**src/rtl/rv_rf_wport_arb.sv**
```systemverilog
// Register-file write-port arbiter: WB has priority, a secondary writer queues
// into a small FIFO that drains on free port cycles, with starvation bubble request.

module rv_rf_wport_arb_hit (
   input  logic       vld_i,
   input  logic [4:0] waddr_i,
   input  logic [4:0] rs1_i,
   input  logic [4:0] rs2_i,
   input  logic [4:0] rd_i,
   output logic       hit_o
);
   // x0 is never a real dependency, so it can never match
   assign hit_o = vld_i && (waddr_i != 5'd0) &&
                  ((waddr_i == rs1_i) || (waddr_i == rs2_i) || (waddr_i == rd_i));
endmodule

module rv_rf_wport_arb #(
   parameter int XLEN       = 32,
   parameter int DEPTH      = 2,
   parameter int STARVE_MAX = 4
) (
   input  logic            i_clk,
   input  logic            i_rst_n,
   input  logic            i_wb_rf_wen,
   input  logic [4:0]      i_wb_rf_waddr,
   input  logic [XLEN-1:0] i_wb_rf_wdata,
   input  logic            i_sec_valid,
   output logic            o_sec_ready,
   input  logic [4:0]      i_sec_waddr,
   input  logic [XLEN-1:0] i_sec_wdata,
   input  logic [4:0]      i_id_rs1,
   input  logic [4:0]      i_id_rs2,
   input  logic [4:0]      i_id_rd,
   output logic            o_id_pend_hit,
   output logic            o_stall_req,
   output logic            o_rf_wen,
   output logic [4:0]      o_rf_waddr,
   output logic [XLEN-1:0] o_rf_wdata,
   output logic            o_rf_src
);
   localparam int AW = $clog2(DEPTH);
   localparam int CW = AW + 1;
   localparam int SW = $clog2(STARVE_MAX + 1);

   typedef struct packed {
      logic [4:0]      addr;
      logic [XLEN-1:0] data;
   } wr_t;

   wr_t             mem_q [DEPTH];
   logic [AW-1:0]   rd_ptr_q, rd_ptr_d;
   logic [AW-1:0]   wr_ptr_q, wr_ptr_d;
   logic [CW-1:0]   cnt_q, cnt_d;
   logic [SW-1:0]   starve_q, starve_d;

   logic            wb_real, empty, full, push, pop;
   logic [DEPTH-1:0] hit;
   wr_t             head;

   assign wb_real     = i_wb_rf_wen && (i_wb_rf_waddr != 5'd0);
   assign empty       = (cnt_q == '0);
   assign full        = (cnt_q == CW'(DEPTH));
   assign head        = mem_q[rd_ptr_q];
   assign o_sec_ready = !full;

   // x0 writes complete the handshake but are never stored
   assign push = i_sec_valid && !full && (i_sec_waddr != 5'd0);
   assign pop  = i_rst_n && !wb_real && !empty;

   always_comb begin
      o_rf_wen   = 1'b0;
      o_rf_waddr = i_wb_rf_waddr;
      o_rf_wdata = i_wb_rf_wdata;
      o_rf_src   = 1'b0;
      if (i_rst_n) begin
         if (wb_real) begin
            o_rf_wen = 1'b1;
         end else if (!empty) begin
            o_rf_wen   = 1'b1;
            o_rf_waddr = head.addr;
            o_rf_wdata = head.data;
            o_rf_src   = 1'b1;
         end
      end
   end

   always_comb begin
      rd_ptr_d = rd_ptr_q;
      wr_ptr_d = wr_ptr_q;
      cnt_d    = cnt_q;
      starve_d = starve_q;
      if (pop)  rd_ptr_d = rd_ptr_q + AW'(1);
      if (push) wr_ptr_d = wr_ptr_q + AW'(1);
      case ({push, pop})
         2'b10:   cnt_d = cnt_q + CW'(1);
         2'b01:   cnt_d = cnt_q - CW'(1);
         default: cnt_d = cnt_q;
      endcase
      // only cycles where WB actually blocks a waiting entry count toward starvation
      if (pop || empty)
         starve_d = '0;
      else if (wb_real && (starve_q != SW'(STARVE_MAX)))
         starve_d = starve_q + SW'(1);
   end

   always_ff @(posedge i_clk) begin
      if (!i_rst_n) begin
         rd_ptr_q <= '0;
         wr_ptr_q <= '0;
         cnt_q    <= '0;
         starve_q <= '0;
      end else begin
         rd_ptr_q <= rd_ptr_d;
         wr_ptr_q <= wr_ptr_d;
         cnt_q    <= cnt_d;
         starve_q <= starve_d;
         if (push) begin
            mem_q[wr_ptr_q].addr <= i_sec_waddr;
            mem_q[wr_ptr_q].data <= i_sec_wdata;
         end
      end
   end

   // entry is live when its distance from the head is below the occupancy
   for (genvar i = 0; i < DEPTH; i++) begin : g_ent
      logic [AW-1:0] off;
      logic          vld;
      assign off = AW'(i) - rd_ptr_q;
      assign vld = ({1'b0, off} < cnt_q);
      rv_rf_wport_arb_hit u_hit (
         .vld_i   (vld),
         .waddr_i (mem_q[i].addr),
         .rs1_i   (i_id_rs1),
         .rs2_i   (i_id_rs2),
         .rd_i    (i_id_rd),
         .hit_o   (hit[i])
      );
   end

   assign o_id_pend_hit = i_rst_n && (|hit);
   assign o_stall_req   = i_rst_n && (starve_q == SW'(STARVE_MAX));

endmodule

```
**config.mk**
```make
export PLATFORM = sky130hd
export DESIGN_NAME = rv_rf_wport_arb
export DESIGN_NICKNAME = d
export VERILOG_FILES = /design/src/rtl/rv_rf_wport_arb.sv
export SDC_FILE = /design/constraint.sdc
export NUM_CORES = 1
export LEC_CHECK = 0
export ABC_AREA = 1
export CORE_UTILIZATION = 50
export DETAILED_ROUTE_END_ITERATION = 12
export HOLD_SLACK_MARGIN = 0.02
export PLACE_DENSITY_LB_ADDON = 0.2
export SYNTH_ARGS = -nofsm -noshare
export SYNTH_HDL_FRONTEND = slang
export SYNTH_SLANG_ARGS = --single-unit
```
**constraint.sdc**
```tcl
create_clock -name i_clk -period 7.46 [get_ports i_clk]
set_clock_uncertainty 0.15 [all_clocks]
set_input_delay 1.492 -clock i_clk [delete_from_list [all_inputs] [get_ports i_clk]]
set_output_delay 1.492 -clock i_clk [all_outputs]
set_load 0.01 [all_outputs]
```
==> flow_summary_export.csv <==
group,metric,value,unit
synthesis,syn_inst,420,
synthesis,synth.cell_area,4160,um^2
detailed_routing,drt_drc_violations_left,0,
synthesis,synth.yosys.warnings,0,
detailed_routing,drt-total-wl,9800,um
setup_path,slowest_stage,"sky130_fd_sc_hd__clkdlybuf4s50_1",
die,boundaryPins,135,
placement,port-buffer-count,134,
power,intPower,833,uW
timing,slew_viol_final,0,
flow_run,drv.max_cap_violation_count,0,
setup_path,worst_ep_required_time,5.82,ns
layout,fillCellCount,593,
setup_path,setup.worst_path.class,"input pin to output pin",
power,power_per_cell_area,196,nW/um^2
synthesis,ys_ff_latch,82,
setup_path,crit-reg2reg-capture,"mem_q[0][31]",
placement,dp_hpwl,6740,um
setup_path,cp-start-kind,"input pin",
layout,post_route_cells_drive_above_1_share,8.81,%
worst_hold_path,min_delay_path_depth,2,
global_routing,largest_net_degree_at_the_start_of_global_routing,73,
timing,final.period_utilization,71.7,%
layout,fin_nets,648,
die,starting_utilization_of_the_core_area,52.7,%
power,p_switching,289,uW
power,ir_drop,0.134,mV
placement,placement.cell_area,5510,um^2
power,p_clk_share,31.0,%
die,coreArea,7890,um^2
power,power.sequential.fraction,47.7,%
power,cellLeakagePower,0.00221,uW
cts,cts_tree,"done",
setup_path,path_cells,"clkdlybuf4s50_1, inv_2, nor2_2, nand2_4, inv_8, nor2_1, a31oi_1, clkdlybuf4s50_1",
global_routing,total_grt_overflow,0,
timing,fmax,187,MHz
cts,ctsRootBufferMaster,"sky130_fd_sc_hd__clkbuf_8",
global_routing,wire_length_of_the_first_global_routing_pass,15800,um
cts,cts_resized,0,
detailed_routing,drt_pass1_iterations,4,
synthesis,mean_instance_size_in_the_synthesized_netlist,9.89,um^2
detailed_routing,vias,3378,
detailed_routing,postRouteAntennaNets,0,
synthesis,netlist-cell-type-count,27,
cts,cts.clk_slew.worst_paths,0.08,ns
die,die_area,8680,um^2
setup_path,timing.critical_path.to_type,"output pin",
setup_path,cpPeakStageDelay,0.57,ns
timing,final.setup.tns,0,ns
setup_path,rr_worst_depth,4,
power,power.combinational.fraction,21.3,%
die,fp.dieW,93.2,um
setup_path,timing.rr.start,"cnt_q[0]",
layout,instances_no_fill,658,
cts,cts_setup_buffers,0,
global_routing,gr-usage-all-layers,23.8,%
die,count_of_standard_cell_rows,32,
worst_hold_path,worst_hold_path.endpoint,"wr_ptr_q",
die,dieHeight,93.2,um
cts,clock_latency_of_the_later_clocked_register_in_the_worst_skew_pair,0.34,ns
outcome,status,"finished clean",
cts,htreeDepth,3,
timing,worst_slew_pin_slew,1.10,ns
timing,fin_crit,5.35,ns
cts,post_cts_hold_fix_bufs,0,
worst_hold_path,min-delay-path-class,"flip-flop to flip-flop",
placement,place_inst,643,
cts,cts_sinks,82,
synthesis,syn-num-nets,516,
setup_path,regToRegSetupSlack,5.30,ns
layout,insertedDiodeCount,0,
setup_path,crit_fanout,72,
setup_path,critPathMostFrequentCell,"sky130_fd_sc_hd__clkdlybuf4s50_1",
setup_path,timing.critical_path.arrival,3.71,ns
detailed_routing,detailedRoute.firstIterationViolations,211,
global_routing,antenna_found_initial,0,
power,sw_frac_of_total,25.7,%
timing,rsz_0062_raised_after_global_routing,"no",
layout,areaGrowthSynthToFinish,37.8,%
detailed_routing,vias_per_cell,5.13,
synthesis,synth.yosys.seq_area_share,57.3,%
cts,clock_path_buffers,2,
worst_hold_path,hold_path.startpoint,"wr_ptr_q",
placement,finalWeightedCongestion,0.944,
power,report.power.total,1120,uW
timing,setup_viol_count_final,0,
layout,multi_input_comb_area,1480,um^2
cts,cts_inserted_buffers,9,
timing,hold_viol_final,0,
layout,regArea,2380,um^2
global_routing,vias_in_the_first_global_route,3365,
timing,slew-limit-headroom,26.8,%
detailed_routing,route.detailed.wl_per_inst,14.9,um
layout,post-route-cell-area,5730,um^2
[synth_stat cells]
library cell | n | share of area [%]
sky130_fd_sc_hd__xor2_1 | 8 | 1.7
sky130_fd_sc_hd__nor2_1 | 60 | 5.4
sky130_fd_sc_hd__a211oi_1 | 4 | 0.72
sky130_fd_sc_hd__buf_4 | 1 | 0.18
sky130_fd_sc_hd__clkinv_1 | 1 | 0.090
sky130_fd_sc_hd__nand3_1 | 11 | 1.3
sky130_fd_sc_hd__nand2_4 | 1 | 0.27
sky130_fd_sc_hd__a31oi_2 | 24 | 7.2
sky130_fd_sc_hd__buf_6 | 2 | 0.54
sky130_fd_sc_hd__a21oi_1 | 13 | 1.6
sky130_fd_sc_hd__nand2_1 | 126 | 11
sky130_fd_sc_hd__xnor2_1 | 6 | 1.3
sky130_fd_sc_hd__ha_1 | 3 | 0.90
sky130_fd_sc_hd__nand4_1 | 3 | 0.45
sky130_fd_sc_hd__inv_8 | 1 | 0.27
sky130_fd_sc_hd__clkbuf_1 | 7 | 0.63
sky130_fd_sc_hd__buf_2 | 2 | 0.24
sky130_fd_sc_hd__inv_1 | 37 | 3.3
sky130_fd_sc_hd__buf_12 | 4 | 1.9
sky130_fd_sc_hd__o21ai_0 | 8 | 0.96
sky130_fd_sc_hd__edfxtp_1 | 74 | 53
sky130_fd_sc_hd__nor2_2 | 1 | 0.15
sky130_fd_sc_hd__nand2_2 | 1 | 0.15
sky130_fd_sc_hd__nor3_1 | 3 | 0.36
sky130_fd_sc_hd__dfxtp_1 | 8 | 3.9
sky130_fd_sc_hd__a31oi_1 | 10 | 1.5
sky130_fd_sc_hd__inv_2 | 1 | 0.090
[critical path: cells and delay by family]
kind,cells,cell delay [ns]
buffers and inverters,4,1.58
AND/OR/NAND/NOR,3,0.36
AO/OA/AOI/OAI,1,0.21
[kinds of logic (layout without fill, tap and decap cells)]
group,after synthesis,in the layout,synth area share (%)
xor gates and xnor gates,14,14,2.95
and+or+nand+nor,206,206,19.5
DFF,82,82,57.3
adders and majority gates,3,3,0.903
AOI/OAI and AO/OA,59,59,12.0
buffers and inverters,56,192,7.32
[per-layer routing]
| layer | global-route usage (%) | part of all wire (%) | routed length (um) | vias up |
|---|---|---|---|---|
| li1 | - | - | - | 1681 |
| met1 | 28.2 | 41 | 4050 | 1543 |
| met2 | 41.2 | 49 | 4840 | 137 |
| met3 | 5.93 | 7.5 | 739 | 17 |
| met4 | 9.49 | 1.7 | 163 | 0 |
| met5 | 0 | 0 | 0 | - |
[registers in the layout (all words and copies together), names as in the netlist, named ones only]
| signal | count |
|---|---|
| mem_q | 74 |
| rd_ptr_q | 1 |
| wr_ptr_q | 1 |
| starve_q | 3 |
| cnt_q | 2 |
[stage by stage]
stage | hold WS (ns) | worst slack, ns | utilization (%)
floorplan | 0.291 | 2.59 | -
CTS | 0.324 | 2.10 | 72.6
finish | 0.317 | 2.11 | 72.6
detailed placement | 0.312 | 2.11 | 69.9
global route | 0.349 | 1.90 | 72.6
global placement | 0.299 | 2.13 | 69.9
[how the worst max path moves through the flow]
stage                                start              to  slack (ns)  cells after the start
after CTS                 i_wb_rf_waddr[0]  o_rf_wdata[18]        2.10                      9
after global routing      i_wb_rf_waddr[0]  o_rf_wdata[18]        1.90                      9
after detailed placement  i_wb_rf_waddr[0]   o_rf_wdata[9]        2.11                      9
after global placement    i_wb_rf_waddr[0]  o_rf_wdata[31]        2.13                      9
final                              i_rst_n  o_rf_wdata[31]        2.11                      8
after floorplan             i_sec_waddr[3]     mem_q[1][0]        2.59                      4
[cell usage in the layout, fill, tap and decap left out]
cell type and count:
sky130_fd_sc_hd__a21oi_1 13, sky130_fd_sc_hd__bufinv_16 2, sky130_fd_sc_hd__nor2_4 1, sky130_fd_sc_hd__nand4_1 3
sky130_fd_sc_hd__clkbuf_8 9, sky130_fd_sc_hd__nand2_1 126, sky130_fd_sc_hd__o21ai_0 8, sky130_fd_sc_hd__a31oi_1 10
sky130_fd_sc_hd__nor3_1 2, sky130_fd_sc_hd__xnor2_1 6, sky130_fd_sc_hd__xor2_1 8, sky130_fd_sc_hd__nand2_4 1
sky130_fd_sc_hd__edfxtp_1 74, sky130_fd_sc_hd__buf_4 3, sky130_fd_sc_hd__inv_6 1, sky130_fd_sc_hd__nor3_2 1
sky130_fd_sc_hd__clkinv_1 1, sky130_fd_sc_hd__inv_1 37, sky130_fd_sc_hd__nor2_1 59, sky130_fd_sc_hd__inv_8 1
sky130_fd_sc_hd__clkdlybuf4s50_1 134, sky130_fd_sc_hd__a31oi_2 24, sky130_fd_sc_hd__clkinvlp_4 1, sky130_fd_sc_hd__ha_1 3
sky130_fd_sc_hd__nand2_2 1, sky130_fd_sc_hd__dfxtp_1 8, sky130_fd_sc_hd__clkinv_2 1, sky130_fd_sc_hd__clkinv_4 1
sky130_fd_sc_hd__a211oi_1 4, sky130_fd_sc_hd__nand3_1 11, sky130_fd_sc_hd__inv_2 1, sky130_fd_sc_hd__nor2_2 1
[power groups by stage]
stage / Combinational, uW / Clock (uW) / Sequential (uW)
floorplan: 122 / 0 / 543
global placement: 233 / 0 / 544
detailed placement: 238 / 0 / 545
CTS: 240 / 352 / 535
global route: 261 / 371 / 537
finish: 239 / 348 / 535
[cell type report]
class                      count  share of cell area (%)
tap                          102                    2.23
multi-input combinational    282                    25.9
clock buffer                   9                    2.16
sequential                    82                    41.6
inverter                      40                    2.75
timing repair buffer         137                    23.8
clock inverter                 6                    1.57
Power figures use the tool's default switching activity.
